==> src/rtl/ex_mem_stage.sv <==
`default_nettype none
// ============================================================================
// Module      : ex_mem_stage
// Description : EX->MEM pipeline boundary with a 2-entry skid buffer so that
//               in_ready_o is a pure flop output. Optional M-entry forwarding
//               port enabled by macro EX_MEM_FWD_EN.
// Revision    : 1.0 - initial release
// ============================================================================
module ex_mem_stage #(
    parameter int XLEN     = 64,
    parameter int INST_LEN = 32,
    parameter int REG_AW   = 5,
    parameter int CSR_AW   = 12,
    parameter int MEMOP_W  = 4,
    parameter int TRAP_W   = 32
) (
    input  logic                clk,
    input  logic                rst,
    input  logic                flush_i,
    input  logic                in_valid_i,
    output logic                in_ready_o,
    output logic                out_valid_o,
    input  logic                out_ready_i,
    input  logic [XLEN-1:0]     pc_ex_mem_i,
    output logic [XLEN-1:0]     pc_ex_mem_o,
    input  logic [INST_LEN-1:0] inst_ex_mem_i,
    output logic [INST_LEN-1:0] inst_ex_mem_o,
    input  logic [REG_AW-1:0]   rd_idx_ex_mem_i,
    output logic [REG_AW-1:0]   rd_idx_ex_mem_o,
    input  logic                rd_wen_ex_mem_i,
    output logic                rd_wen_ex_mem_o,
    input  logic [XLEN-1:0]     alu_res_ex_mem_i,
    output logic [XLEN-1:0]     alu_res_ex_mem_o,
    input  logic [XLEN-1:0]     st_data_ex_mem_i,
    output logic [XLEN-1:0]     st_data_ex_mem_o,
    input  logic [MEMOP_W-1:0]  mem_op_ex_mem_i,
    output logic [MEMOP_W-1:0]  mem_op_ex_mem_o,
    input  logic [CSR_AW-1:0]   csr_idx_ex_mem_i,
    output logic [CSR_AW-1:0]   csr_idx_ex_mem_o,
    input  logic [XLEN-1:0]     csr_wdata_ex_mem_i,
    output logic [XLEN-1:0]     csr_wdata_ex_mem_o,
    input  logic                csr_wen_ex_mem_i,
    output logic                csr_wen_ex_mem_o,
    input  logic [TRAP_W-1:0]   trap_bus_ex_mem_i,
    output logic [TRAP_W-1:0]   trap_bus_ex_mem_o,
    output logic                fwd_valid_o,
    output logic [REG_AW-1:0]   fwd_rd_idx_o,
    output logic [XLEN-1:0]     fwd_data_o
);

    localparam int c_PW = 4*XLEN + INST_LEN + REG_AW + 1 + MEMOP_W + CSR_AW + 1 + TRAP_W;

    // Bit offsets of the side-effect fields that a flush must neutralise.
    localparam int c_OFF_CSR_WEN   = TRAP_W;
    localparam int c_OFF_CSR_WDATA = c_OFF_CSR_WEN + 1;
    localparam int c_OFF_CSR_IDX   = c_OFF_CSR_WDATA + XLEN;
    localparam int c_OFF_MEM_OP    = c_OFF_CSR_IDX + CSR_AW;
    localparam int c_OFF_ST_DATA   = c_OFF_MEM_OP + MEMOP_W;
    localparam int c_OFF_ALU_RES   = c_OFF_ST_DATA + XLEN;
    localparam int c_OFF_RD_WEN    = c_OFF_ALU_RES + XLEN;

    logic [c_PW-1:0] w_in_pl;
    logic [c_PW-1:0] r_m_pl;
    logic [c_PW-1:0] r_s_pl;
    logic            r_m_v;
    logic            r_s_v;
    logic            r_in_ready;
    logic            w_acc;
    logic            w_pop;

    assign w_in_pl = {pc_ex_mem_i, inst_ex_mem_i, rd_idx_ex_mem_i, rd_wen_ex_mem_i,
                      alu_res_ex_mem_i, st_data_ex_mem_i, mem_op_ex_mem_i,
                      csr_idx_ex_mem_i, csr_wdata_ex_mem_i, csr_wen_ex_mem_i,
                      trap_bus_ex_mem_i};

    assign {pc_ex_mem_o, inst_ex_mem_o, rd_idx_ex_mem_o, rd_wen_ex_mem_o,
            alu_res_ex_mem_o, st_data_ex_mem_o, mem_op_ex_mem_o,
            csr_idx_ex_mem_o, csr_wdata_ex_mem_o, csr_wen_ex_mem_o,
            trap_bus_ex_mem_o} = r_m_pl;

    assign in_ready_o  = r_in_ready;
    assign out_valid_o = r_m_v;
    assign w_acc       = in_valid_i & r_in_ready;
    assign w_pop       = r_m_v & out_ready_i;

    always_ff @(posedge clk or negedge rst) begin
        if (!rst) begin
            r_m_v      <= 1'b0;
            r_s_v      <= 1'b0;
            r_in_ready <= 1'b1;
            r_m_pl     <= '0;
            r_s_pl     <= '0;
        end else if (flush_i) begin
            r_m_v                                <= 1'b0;
            r_s_v                                <= 1'b0;
            r_in_ready                           <= 1'b1;
            r_m_pl[c_OFF_CSR_WEN]                <= 1'b0;
            r_m_pl[c_OFF_RD_WEN]                 <= 1'b0;
            r_m_pl[c_OFF_MEM_OP +: MEMOP_W]      <= '0;
        end else if (!r_m_v) begin
            if (w_acc) begin
                r_m_pl <= w_in_pl;
                r_m_v  <= 1'b1;
            end
        end else if (!r_s_v) begin
            if (w_acc && w_pop) begin
                r_m_pl <= w_in_pl;
            end else if (w_acc) begin
                r_s_pl     <= w_in_pl;
                r_s_v      <= 1'b1;
                r_in_ready <= 1'b0;
            end else if (w_pop) begin
                r_m_v <= 1'b0;
            end
        end else if (w_pop) begin
            // Skid entry drains into M; ordering stays FIFO.
            r_m_pl     <= r_s_pl;
            r_s_v      <= 1'b0;
            r_in_ready <= 1'b1;
        end
    end

`ifdef EX_MEM_FWD_EN
    assign fwd_valid_o  = r_m_v & rd_wen_ex_mem_o & (rd_idx_ex_mem_o != '0);
    assign fwd_rd_idx_o = rd_idx_ex_mem_o;
    assign fwd_data_o   = alu_res_ex_mem_o;
`else
    assign fwd_valid_o  = 1'b0;
    assign fwd_rd_idx_o = '0;
    assign fwd_data_o   = '0;
`endif

endmodule
`default_nettype wire
==> config.mk <==
export PLATFORM = sky130hd
export DESIGN_NAME = ex_mem_stage
export DESIGN_NICKNAME = d
export VERILOG_FILES = /design/src/rtl/ex_mem_stage.sv
export SDC_FILE = /design/constraint.sdc
export NUM_CORES = 1
export LEC_CHECK = 0
export CORE_AREA = 2 2 298 300
export DETAILED_ROUTE_END_ITERATION = 10
export DIE_AREA = 0 0 300 302
export PLACE_DENSITY = 0.7
export SLEW_MARGIN = 10
export SYNTH_ARGS = -nofsm -noshare
export SYNTH_HDL_FRONTEND = slang
export SYNTH_SLANG_ARGS = --single-unit
==> constraint.sdc <==
create_clock -name clk -period 4.1 [get_ports clk]
set_input_delay 0.41 -clock clk [delete_from_list [all_inputs] [get_ports clk]]
set_output_delay 0.41 -clock clk [all_outputs]
set_load 0.02 [all_outputs]
# Word level (Yosys, flattened, before mapping)
# Index checks and enable logic that the tools add are counted.
[word_totals]
elab_cells = 51
out_inout_bits = 415
input_bits = 348
reg_bits = 689
[op_classes]
eq_ne = 6
reduce_logical = 9
n_mux = 25
bitwise_logic = 5
[op_table]
columns = ["operator", "n"]
rows = [
  ["2-to-1 mux 343 bit", 5],
  ["2-to-1 mux 1 bit", 19],
  ["AND reduction 4 bit", 2],
  ["!= test 3 x 2 -> 1 bit (second input constant)", 2],
  ["nonzero test 3 bit", 2],
  ["AND reduction 5 bit", 1],
  ["2-to-1 mux 4 bit", 1],
  ["!= test 4 x 2 -> 1 bit (second input constant)", 1],
  ["!= test 4 x 3 -> 1 bit (second input constant)", 1],
  ["nonzero test 2 bit", 2],
  ["!= test 3 x 1 -> 1 bit (second input constant)", 1],
  ["!= test 3 bit (second input constant)", 1],
  ["inverter 1 bit", 3],
  ["AND reduction 3 bit", 1],
  ["bitwise AND 1 bit", 2],
  ["logical AND 1 bit", 1],
]

# Logic depth before layout (Yosys ltp)
[logic_depth]
word_depth = 7
ltp_mapped = 6
mapped_depth_nobuf = 3

# Worst setup path before layout
# Ideal clock, no wire load.
[synth_timing]
path_type = "register to register"
from = "register r_m_v, in the netlist out_valid_o"
to = "register r_m_pl[284]"
required_ps = 3975
synth_period_minus_slack_ps = 1841
setup_ps = 125
slack_ps = 2259
path_stages_with_launch = 7
t_arrival_ps = 1716
n_path_buf = 3
path_cell_list = "dfrtp_1 > nand2_1 > buf_2 > buf_6 > buf_6 > mux2_2 > mux2_2"
[synth_between]
elab_chain_cells = 4
elab_cells_between_ends = 7
cone_classes = "eq/ne: 2; mux: 1; bitwise: 1; reduce/logical: 3"
[synth_lines]
columns = ["element", "line_no", "source"]
rows = [
  ["from (decl)", "65", "logic r_m_v;"],
  ["from (signal assigned)", "88", "r_m_v <= 1'b0;"],
  ["from (signal assigned)", "94", "r_m_v <= 1'b0;"],
  ["from (signal assigned)", "103", "r_m_v <= 1'b1;"],
  ["bitwise AND 1 bit", "84", "assign w_pop = r_m_v & out_ready_i;"],
  ["logical AND 1 bit", "106", "if (w_acc && w_pop) begin"],
  ["!= test 3 x 1 -> 1 bit (no line)", "--", ""],
  ["AND reduction 4 bit (no line)", "--", ""],
  ["to (signal assigned)", "102", "r_m_pl <= w_in_pl;"],
  ["to (signal assigned)", "107", "r_m_pl <= w_in_pl;"],
  ["to (signal assigned)", "117", "r_m_pl <= r_s_pl;"],
  ["to (decl)", "63", "logic [c_PW-1:0] r_m_pl;"],
]
# Several ways; a longest one is shown, not always the timed one.
# A chain may end at the register's enable or synchronous reset.

# Worst setup path in the final report
[layout_timing]
from = "register r_m_v, in the netlist out_valid_o"
to = "register r_m_pl[327]"
# Same word-level chain as after synthesis.

==> results.md <==
- The critical path runs through a total of 5 cells.
- The total negative slack for setup checks is 0 ns.
- The worst setup path is launched from a register.
- No sink is reached through more buffers than the 3 on the longest clock path.
- The pin count of the biggest net entering global routing is 139.
- Data arrives at the worst endpoint at 3.23 ns.
- The clock power share is 0.296.
- The design internal power is 17.84 mW.
- The wire length on met2 is 38120 um.
- The analysis attributes to cell leakage a power of 17.53 nW.
- The number of buffers and inverters on the critical path is 2.
- The flow ran to the end, and the final reports show no timing, DRC or antenna violations.
- The worst endpoint required time is 4.60 ns.
- The cell row count is 109.
- The path type of the worst setup path is register to register.
- After detailed routing, the number of remaining DRC violations is 0.
- The detailed-routing iteration count for the pre-antenna-repair pass is 4.
- For this run the aggregate overflow at the end of global routing stands at 0.
- The largest delay contributor family on the critical path is buffers and inverters.
- The worst register-to-register path ends at r_m_pl[327].
- Setup slack on the worst reg-to-reg path comes out at 1.37 ns.
- The source-to-sink clock delay at the later pin of the worst-skew pair is 0.63 ns.
- The synthesis-stage register bit count is 689.
- The startpoint identified for the worst register-to-register timing path is out_valid_o.
- Setup violations remaining at the end of the flow were counted as 0.
- Clock skew on the completed layout was measured at 0.03273 ns.
- The synthesized area per cell is 15.77 um2.
- In this run the worst setup path begins at out_valid_o.
- The detailed router finished its first iteration with 689 violations.
- The power per cell area is 618.0 nW/um2.
- The detailed-route wire length on metal 1 is 29550 um.
- The worst pin sits at a relative slew slack of 0.2727.
- Port buffering added 692 buffers.
- VDD sags by at most 0.4151 mV.
- The total via count in the routed design is 18120.
- The initial antenna violation count came to 7.
- The die is 300 um wide.
- Of the synthesized area, sequential elements account for 0.5693.
- The endpoint type of the worst setup path is a register.
- Of the available clock period, the critical path in the final layout requires 0.6649.
- The total wire length after detailed routing is 75840 um.
- The maximum cell stage delay along the critical path is 0.55 ns.
- The share of cells above drive strength 1 is 0.3418.
- The via count of the first global-routing pass is 19808.
- For the pin with the worst max-slew slack, the measured transition is 1.091 ns.
- TritonCTS built the clock tree.
- The cell at the root of the clock tree is sky130_fd_sc_hd__clkbuf_16.
- The yosys synthesis warning count is 0.
- The die is 302 um tall.
- The count of pins over their slew limit was 0.
- CTS built an H-tree with a depth of 3.
- The max-capacitance violation count is 0.
- The number of nets at the end of the flow is 2962.
- The total die area is 90600 um2.
- Dividing the detail-routed wire length by the instance count gives 19.70 um.
- The top-level port count is 763.
- The slowest stage cell on the critical path is sky130_fd_sc_hd__buf_4.
- After clock tree synthesis, the clock-pin slew on the worst setup and hold paths is 0.06 ns.
- The detail route stage leaves a number of antenna-violating nets equal to 0.
- In this run the worst path has a maximum fanout of 45.
- The highest signal layer in the routed design is met5.
- Using the TritonRoute via totals, the vias-per-cell ratio works out to 4.706.
- The routed design could run at a clock period as short as 2.726 ns.
- The worst register-to-register path has a depth of 5.
- The worst hold margin is 0.4022 ns.
- Following the worst setup path forward leads to its endpoint at r_m_pl[327].
- The power share of the combinational group is 0.291.
- The number of clock buffers added by TritonCTS is 79.
- The sequential group share of total power is 0.413.
- Summed over all nets, the switching power comes to 7.417 mW.
- Counting every instance in the synthesized netlist gives 1921.
- The first global-routing pass estimated 115800 um of wire.
- Of the total power, the share spent switching nets is 0.2936.
- The HPWL after detailed placement is 52780 um.
- The critical path goes through nand2_4, a211oi_4, buf_12, buf_4, mux2_2.
- The core area is 87560 um2.
- The cell area after synthesis is 30290 um2.
- For this configuration, the core starts out at a cell density of 0.3459.
- The weighted congestion at the end of routability-driven global placement is 0.8519.
- The area growth from synthesis to layout is 34.95%.
- The number of distinct library cells after synthesis is 23.
- Setup repair after global routing left no endpoint under its margin.
- The number of failing hold endpoints at the final stage was 0.
- For this run, the total global-route usage over all layers was measured as 0.1625.
- The class of the most critical hold timing path is input port to register.
- For this run, the top clock speed supported by timing is 366.8 MHz.
- The count of clock tree sinks is 689.
- The routed length on met3 is 5633 um.
cell type report:
type	count	area [um2]
clock buffers	111	2321
fillers	7563	46690
flip-flops and latches	689	17240
repair buffers	726	7402
inverters	2	7.507
multi-input cells	1116	11950
diodes	8	20.02
well taps	1165	1458
clock inverters	33	470.5
state kept, by name, summed over array words and instances, names as in the netlist:
signal and count:
in_ready_o 1, out_valid_o 1, r_m_pl 343, r_s_pl 343
r_s_v 1
layer usage:
metal  GRT usage  vias to the layer above
li1            -                     8146
met3     0.04934                      137
met2      0.2799                      544
met4     0.06679                        2
met1      0.1885                     9291
met5           0                        -
power groups by stage:
stage	Sequential, mW	Clock, mW	Combinational, mW
floorplan	11.6	0	2.54
global placement	10.4	0	7.22
detailed placement	10.5	0	7.41
CTS	10.5	7.71	7.44
global route	10.7	8.00	7.77
finish	10.4	7.48	7.34
synth_stat cells, drive strengths merged:
library cell	count	area, um2
inv	2	7.510
and2b	1	7.510
buf	183	1361
a31oi	1	6.260
o21ai	2	10.01
o2bb2ai	6	52.55
mux2i	6	60.06
nor2	1	3.750
nand2	2	7.510
a211oi	3	27.52
dfrtp	688	17220
mux2	1017	11450
a21oi	3	15.01
nand4	1	6.260
dfstp	1	26.28
nand3b	1	7.510
nand2b	1	6.260
conb	1	3.750
a22o	1	8.760
logic make-up (layout without fill, tap and decap cells):
group,Yosys count,count (layout),synth area share
simple gates,7,7,0.001281
compound gates,16,16,0.003966
other cells,1,78,0.0001238
mux,1023,1023,0.3801
buf+inv,185,872,0.04520
flops,689,689,0.5693
through the flow:
stage | power, mW | setup WS (ns) | cell area (um2) | utilization | cells
after floorplan | 14.17 | 2.259 | 30550 | - | 1990
final | 25.26 | 1.374 | 40870 | 0.4668 | 3850
after CTS | 25.61 | 1.371 | 40850 | 0.4666 | 3842
after global placement | 17.60 | 1.247 | 38050 | 0.4346 | 3697
after global routing | 26.51 | 1.267 | 40860 | 0.4667 | 3847
after detailed placement | 17.95 | 1.180 | 38050 | 0.4346 | 3697
how the worst min path moves through the flow:
stage,from,end,cells after the start
final,inst_ex_mem_i[3],r_s_pl[250],2
after global routing,pc_ex_mem_i[1],r_s_pl[280],2
after CTS,inst_ex_mem_i[3],r_s_pl[250],2
after detailed placement,r_s_pl[243],r_s_pl[243],1
after global placement,r_s_pl[161],r_s_pl[161],1
after floorplan,rst,out_valid_o,0
cells in the final DEF, fill, tap and decap left out, types with 13 or more instances in the layout:
master / count
sky130_fd_sc_hd__conb_1: 70
sky130_fd_sc_hd__buf_4: 16
sky130_fd_sc_hd__clkbuf_8: 16
sky130_fd_sc_hd__dfrtp_1: 688
sky130_fd_sc_hd__clkdlybuf4s50_1: 691
sky130_fd_sc_hd__clkbuf_1: 13
sky130_fd_sc_hd__mux2_1: 270
sky130_fd_sc_hd__mux2_2: 747
sky130_fd_sc_hd__buf_12: 17
sky130_fd_sc_hd__clkbuf_16: 82
sky130_fd_sc_hd__clkinv_2: 16
timing repair:
item,in CTS,in global routing
hold endpoints to repair,77,0
hold buffers,1,0
setup endpoints to repair,0,0
buffers inserted,0,0
gates resized for setup,0,0
(Power assumes the default switching activity.)
